[config.mk]
export PLATFORM = sky130hd
export DESIGN_NAME = sd_bus_arbiter_flat
export DESIGN_NICKNAME = d
export VERILOG_FILES = /design/src/rtl/sd_pkg.sv /design/src/rtl/sd_bus_arbiter_if.sv /design/src/rtl/sd_bus_arbiter_chk.sv /design/src/rtl/sd_rr_pick.sv /design/src/rtl/sd_bus_arbiter.sv /design/src/flat_wrapper.sv
export SDC_FILE = /design/constraint.sdc
export NUM_CORES = 1
export LEC_CHECK = 0
export CORE_UTILIZATION = 53
export DETAILED_ROUTE_END_ITERATION = 8
export HOLD_SLACK_MARGIN = 0.02
export PLACE_DENSITY = 0.75
export SLEW_MARGIN = 40
export SYNTH_ARGS = -nofsm -noshare
export SYNTH_HDL_FRONTEND = slang
export SYNTH_HIERARCHICAL = 1
export SYNTH_SLANG_ARGS = --single-unit
[constraint.sdc]
create_clock -name clk -period 3.2 [get_ports clk]
set_clock_uncertainty 0.15 [all_clocks]
set_input_delay 0.48 -clock clk [delete_from_list [all_inputs] [get_ports clk]]
set_output_delay 0.48 -clock clk [all_outputs]
set_load 0.02 [all_outputs]
[src/rtl/sd_pkg.sv]
// Shared constants and types for the SD card SPI bus arbiter: requester
// indices, FSM state encoding and default timing parameters.
package sd_pkg;

   localparam int NUM_REQ  = 3;
   localparam int REQ_INIT = 0;
   localparam int REQ_RD   = 1;
   localparam int REQ_WR   = 2;

   localparam int GAP_CYC_DEF     = 8;
   localparam int TIMEOUT_CYC_DEF = 65536;
   localparam int CNT_W_DEF       = 17;

   // Round-robin pointer encoding: which of read/write is preferred next
   localparam logic RR_RD = 1'b0;
   localparam logic RR_WR = 1'b1;

   typedef enum logic [1:0] {
      IDLE  = 2'd0,
      GRANT = 2'd1,
      GAP   = 2'd2
   } arb_state_e;

endpackage

[src/rtl/sd_bus_arbiter_if.sv]
// Requester-side handshake bundle of the SD bus arbiter: request, done,
// per-requester pin drives and the one-hot grant returned by the arbiter.
interface sd_bus_arbiter_if;
   import sd_pkg::*;

   logic [NUM_REQ-1:0] req;
   logic [NUM_REQ-1:0] done;
   logic [NUM_REQ-1:0] mosi_in;
   logic [NUM_REQ-1:0] csn_in;
   logic [NUM_REQ-1:0] gnt;

   modport master (output req, output done, output mosi_in, output csn_in, input gnt);
   modport slave  (input req, input done, input mosi_in, input csn_in, output gnt);

endinterface

[src/rtl/sd_bus_arbiter_chk.sv]
// Simulation checker for the arbiter: the grant vector may never have more
// than one bit set.
module sd_bus_arbiter_chk
   import sd_pkg::*;
(
   input logic               clk,
   input logic               rst_n,
   input logic [NUM_REQ-1:0] gnt
);

   // Grant must be one-hot or zero whenever out of reset
   a_gnt_onehot0 : assert property (@(posedge clk) disable iff (!rst_n) $onehot0(gnt))
      else $error("sd_bus_arbiter: grant not one-hot, gnt=%b", gnt);

endmodule

[src/rtl/sd_rr_pick.sv]
// Combinational winner select: init beats everything, read and write
// alternate according to rr_ptr when both are eligible.
module sd_rr_pick
   import sd_pkg::*;
(
   input  logic [NUM_REQ-1:0] req_m,
   input  logic               rr_ptr,
   output logic [NUM_REQ-1:0] win
);

   // Fixed priority for init, round-robin tie-break between read and write
   always_comb begin
      win = {NUM_REQ{1'b0}};
      if (req_m[REQ_INIT]) begin
         win[REQ_INIT] = 1'b1;
      end else if (req_m[REQ_RD] && req_m[REQ_WR]) begin
         if (rr_ptr == RR_WR) begin
            win[REQ_WR] = 1'b1;
         end else begin
            win[REQ_RD] = 1'b1;
         end
      end else if (req_m[REQ_RD]) begin
         win[REQ_RD] = 1'b1;
      end else if (req_m[REQ_WR]) begin
         win[REQ_WR] = 1'b1;
      end else begin
         win = {NUM_REQ{1'b0}};
      end
   end

endmodule

[src/rtl/sd_bus_arbiter.sv]
// SPI bus arbiter for the SD card: grants one of init/read/write engines,
// enforces an idle gap between owners and releases a stuck owner by watchdog.
module sd_bus_arbiter
   import sd_pkg::*;
#(
   parameter int GAP_CYC     = GAP_CYC_DEF,
   parameter int TIMEOUT_CYC = TIMEOUT_CYC_DEF,
   parameter int CNT_W       = CNT_W_DEF
)
(
   input  logic             clk,
   input  logic             rst_n,
   input  logic             init_ok,
   sd_bus_arbiter_if.slave  bus,
   output logic             SD_MOSI,
   output logic             SD_CSn,
   output logic             busy,
   output logic             timeout_err
);

   localparam logic [CNT_W-1:0] TO_LAST  = CNT_W'(TIMEOUT_CYC - 1);
   localparam logic [CNT_W-1:0] GAP_LAST = CNT_W'(GAP_CYC - 1);
   localparam logic [CNT_W-1:0] CNT_ONE  = CNT_W'(1);

   arb_state_e         state_q, state_d;
   logic [CNT_W-1:0]   cnt_q, cnt_d;
   logic [NUM_REQ-1:0] gnt_q, gnt_d;
   logic               rr_ptr_q, rr_ptr_d;
   logic               timeout_err_q, timeout_err_d;

   logic [NUM_REQ-1:0] req_m;
   logic [NUM_REQ-1:0] win;
   logic               owner_done;
   logic               owner_req;

   // Read and write may only compete once the card is initialised
   assign req_m = {bus.req[REQ_WR] & init_ok, bus.req[REQ_RD] & init_ok, bus.req[REQ_INIT]};

   // Only the current owner's done/req matter; everyone else is ignored
   assign owner_done = |(bus.done & gnt_q);
   assign owner_req  = |(bus.req & gnt_q);

   sd_rr_pick u_pick (
      .req_m  (req_m),
      .rr_ptr (rr_ptr_q),
      .win    (win)
   );

   // Next-state, counter, grant and round-robin pointer logic
   always_comb begin
      state_d       = state_q;
      cnt_d         = cnt_q;
      gnt_d         = gnt_q;
      rr_ptr_d      = rr_ptr_q;
      timeout_err_d = 1'b0;
      case (state_q)
         IDLE: begin
            if (|req_m) begin
               state_d = GRANT;
               gnt_d   = win;
               cnt_d   = {CNT_W{1'b0}};
               if (win[REQ_RD]) begin
                  rr_ptr_d = RR_WR;
               end else if (win[REQ_WR]) begin
                  rr_ptr_d = RR_RD;
               end else begin
                  rr_ptr_d = rr_ptr_q;
               end
            end else begin
               state_d = IDLE;
            end
         end
         GRANT: begin
            // done has precedence over the watchdog in the same cycle
            if (owner_done || !owner_req) begin
               state_d = GAP;
               gnt_d   = {NUM_REQ{1'b0}};
               cnt_d   = {CNT_W{1'b0}};
            end else if (cnt_q == TO_LAST) begin
               state_d       = GAP;
               gnt_d         = {NUM_REQ{1'b0}};
               cnt_d         = {CNT_W{1'b0}};
               timeout_err_d = 1'b1;
            end else begin
               cnt_d = cnt_q + CNT_ONE;
            end
         end
         GAP: begin
            if (cnt_q == GAP_LAST) begin
               state_d = IDLE;
               cnt_d   = {CNT_W{1'b0}};
            end else begin
               cnt_d = cnt_q + CNT_ONE;
            end
         end
         default: begin
            state_d = IDLE;
            gnt_d   = {NUM_REQ{1'b0}};
            cnt_d   = {CNT_W{1'b0}};
         end
      endcase
   end

   // State and output registers
   always_ff @(posedge clk or negedge rst_n) begin
      if (!rst_n) begin
         state_q       <= IDLE;
         cnt_q         <= {CNT_W{1'b0}};
         gnt_q         <= {NUM_REQ{1'b0}};
         rr_ptr_q      <= RR_RD;
         timeout_err_q <= 1'b0;
      end else begin
         state_q       <= state_d;
         cnt_q         <= cnt_d;
         gnt_q         <= gnt_d;
         rr_ptr_q      <= rr_ptr_d;
         timeout_err_q <= timeout_err_d;
      end
   end

   // Pin mux: owner drives the card in GRANT, idle-high otherwise
   always_comb begin
      if (state_q == GRANT) begin
         SD_MOSI = |(bus.mosi_in & gnt_q);
         SD_CSn  = |(bus.csn_in & gnt_q);
      end else begin
         SD_MOSI = 1'b1;
         SD_CSn  = 1'b1;
      end
   end

   assign bus.gnt     = gnt_q;
   assign busy        = (state_q != IDLE);
   assign timeout_err = timeout_err_q;

   sd_bus_arbiter_chk u_chk (
      .clk   (clk),
      .rst_n (rst_n),
      .gnt   (gnt_q)
   );

endmodule
[src/flat_wrapper.sv]
// flat-port wrapper written by rule: the top's interface ports become plain ports
module sd_bus_arbiter_flat import sd_pkg::*;
#(
   parameter int GAP_CYC     = GAP_CYC_DEF,
   parameter int TIMEOUT_CYC = TIMEOUT_CYC_DEF,
   parameter int CNT_W       = CNT_W_DEF
)
  (clk, rst_n, init_ok, SD_MOSI, SD_CSn, busy, timeout_err, bus_req, bus_done, bus_mosi_in, bus_csn_in, bus_gnt);
  sd_bus_arbiter_if bus_i ();
  input  logic clk;
  input  logic rst_n;
  input  logic init_ok;
  output logic SD_MOSI;
  output logic SD_CSn;
  output logic busy;
  output logic timeout_err;
  input wire logic [$bits(bus_i.req)-1:0] bus_req;
  input wire logic [$bits(bus_i.done)-1:0] bus_done;
  input wire logic [$bits(bus_i.mosi_in)-1:0] bus_mosi_in;
  input wire logic [$bits(bus_i.csn_in)-1:0] bus_csn_in;
  output wire logic [$bits(bus_i.gnt)-1:0] bus_gnt;
  assign bus_i.req = bus_req;
  assign bus_i.done = bus_done;
  assign bus_i.mosi_in = bus_mosi_in;
  assign bus_i.csn_in = bus_csn_in;
  assign bus_gnt = bus_i.gnt;
  sd_bus_arbiter #(.GAP_CYC(GAP_CYC), .TIMEOUT_CYC(TIMEOUT_CYC), .CNT_W(CNT_W)) u_core (.clk(clk), .rst_n(rst_n), .init_ok(init_ok), .bus(bus_i), .SD_MOSI(SD_MOSI), .SD_CSn(SD_CSn), .busy(busy), .timeout_err(timeout_err));
endmodule
==> results.json <==
{
  "status": "finished clean",
  "layout-drive-gt1-share_pct": 9.42,
  "syn-cell-area_mm2": 0.00151,
  "p_per_area_mw_per_mm2": 581,
  "finalHoldViolCount": 0,
  "worstMarginPinSlew_ns": 0.715,
  "fmax_ghz": 0.340,
  "synth_seq_cells": 24,
  "ys_warn_count": 6,
  "reg2reg_depth": 11,
  "grt_pass1_wl_mm": 6.00,
  "synth.avg_cell_area_um2": 9.08,
  "hp-class": "in -> async",
  "grtUsageTotal_pct": 24.6,
  "grt_max_degree": 25,
  "worstSetupEndpoint": "u_core/cnt_q[8]",
  "drt-pass1-iter-count": 5,
  "die_h_um": 55.3,
  "ir_drop_v": 0.000505,
  "synthesis.nets": 187,
  "ys_seq_area_share_pct": 39.8,
  "drtIter0Drc": 60,
  "diodes": 0,
  "numCtsBuffers": 3,
  "final_cell_mix": "dfrtp_1 (24), clkdlybuf4s50_1 (21), inv_1 (18)",
  "worstSetupStartpointType": "register",
  "io_pins": 22,
  "core_area_mm2": 0.00259,
  "maxCapViolCount": 0,
  "cts.sinks": 24,
  "rows": 18,
  "post-route-util_pct": 69.6,
  "cp.arrival_ns": 2.99,
  "synth_cell_types": 41,
  "dpl.hpwl_mm": 2.75,
  "r2r_slack_ns": 0.26,
  "vias": 1365,
  "initial_core_util_pct": 58.2,
  "grt_pass1_vias": 1312,
  "wl_mm": 3.53,
  "rr_startpoint": "u_core/cnt_q[0]",
  "avgRoutedWirePerCell_um": 16.0,
  "clk_pin_slew_ns": 0.12,
  "r2r_end": "u_core/cnt_q[8]",
  "place_congestion": 0.893,
  "num-nets-final": 214,
  "drc": 0,
  "cts-root-buf": "clkbuf_4",
  "crit_fanout": 12,
  "dieArea_mm2": 0.00306,
  "cts_buffer_depth": 2,
  "cts_tree": "done",
  "setup_viol": 0,
  "ys.flop_type": "dfrtp_1",
  "leakagePower_uw": 0.000784,
  "final_common_cell": "dfrtp_1",
  "antenna_found_initial": 0,
  "die_w_um": 55.3,
  "viasPerCell": 6.18,
  "htree_levels": 1,
  "rsz0062_at_grt": "false",
  "postSynth.asyncResetShare_pct": 100,
  "final.period_utilization_pct": 91.9,
  "clock_latency_ns": 0.30,
  "worstSetupEndpointType": "register",
  "antenna_left": 0,
  "path_class": "reg -> reg",
  "grt-ovfl-total": 0,
  "ctsHoldBuffers": 0,
  "syn2layout_area_growth_pct": 19.6,
  "port_buffers": 21,
  "fin_tns_setup_ns": 0,
  "fin_crit_ns": 2.94,
  "synthCells": 166,
  "slew_violations": 0,
  "slew_headroom_pct": 52.1,
  "cp.required_ns": 3.25,
  "crit_start": "u_core/cnt_q[0]",
  "synth-edff-count": 0
}
-- logic make-up after synthesis --
group           count (synthesis)  synth area share [%]
simple gates                   68                  25.5
compound gates                 44                  22.2
flops                          24                  39.8
buf+inv                        22                  5.97
fa+ha+maj                       6                  4.98
mux                             2                  1.49
-- final cells by class --
class / instances / area, um2
Tap cell: 30 / 37.5
Timing Repair Buffer: 26 / 248
Multi-Input combinational cell: 120 / 827
Clock buffer: 3 / 22.5
Fill cell: 207 / 787
Sequential cell: 24 / 601
Inverter: 18 / 67.6
-- routing by layer --
metal	share of wire [%]	routed length, um	track usage [%]
met1	44	1560	33.7
met2	48	1700	39.1
met3	6.5	229	5.62
met4	1.0	37	6.79
met5	0	0	0
-- through the flow --
step / std cells / cell area, um2 / setup WS (ns) / power, uW / hold slack, ns
after CTS: 220 / 1790 / 0.113 / 1040 / 0.367
after global routing: 221 / 1800 / 0.0814 / 1120 / 0.388
after detailed placement: 217 / 1770 / 0.138 / 916 / 0.372
after global placement: 217 / 1770 / 0.297 / 899 / 0.363
final: 221 / 1800 / 0.260 / 1050 / 0.358
after floorplan: 166 / 1510 / 0.484 / 739 / 0.0344
-- how the worst min path moves through the flow --
| stage | to | start | slack, ns | cells after the start |
|---|---|---|---|---|
| 2_1_floorplan | u_core/bus.gnt[0] | rst_n | 0.03 | 0 |
| 3_3_place_gp | u_core/cnt_q[1] | u_core/cnt_q[1] | 0.36 | 2 |
| 3_5_place_dp | u_core/cnt_q[15] | u_core/cnt_q[15] | 0.37 | 1 |
| 4_1_cts | u_core/cnt_q[6] | rst_n | 0.37 | 2 |
| 5_1_grt | u_core/cnt_q[9] | rst_n | 0.39 | 2 |
| 6_report | u_core/cnt_q[6] | rst_n | 0.36 | 2 |
-- state kept, by name (all words and copies together), names as in the netlist --
| signal | flops |
|---|---|
| u_core/cnt_q | 17 |
| u_core/bus.gnt | 3 |
| u_core/timeout_err | 1 |
| u_core/rr_ptr_q | 1 |
| u_core/state_q | 2 |
-- critical path: stages, from the launching register on --
cell     delay, ns
dfrtp_1       0.42
ha_1          0.25
and4_1        0.28
nand3_1       0.17
nor3_2        0.27
nand3_1       0.14
inv_1         0.08
ha_1          0.21
nor4_4        0.08
a22oi_4       0.32
nor2_2        0.15
a221o_1       0.34
-- power breakdown --
group / internal (uW) / switching (uW) / leakage, uW / total (uW)
logic: 232 / 308 / 0.000441 / 540
clock network: 43.9 / 80.5 / 0.0000138 / 124
registers: 340 / 42.8 / 0.000329 / 383
total: 616 / 431 / 0.000784 / 1050
-- Yosys cell counts, drive strengths merged, types with 5 or more instances --
master | number | area (um2)
ha | 6 | 75.1
nor2 | 10 | 40.0
and2 | 5 | 31.3
nor3 | 5 | 25.0
nand2 | 13 | 48.8
inv | 18 | 67.6
a21oi | 7 | 35.0
o21ai | 12 | 60.1
nand3 | 11 | 55.1
dfrtp | 24 | 601
nor4 | 6 | 52.6
-- timing repair --
action | CTS | global route
buffers inserted | 0 | 1
endpoints found under the hold margin | 0 | 0
setup endpoints to repair | 0 | 9
gates resized for setup | 0 | 1
Note: power is estimated with default switching activity, not from simulation.
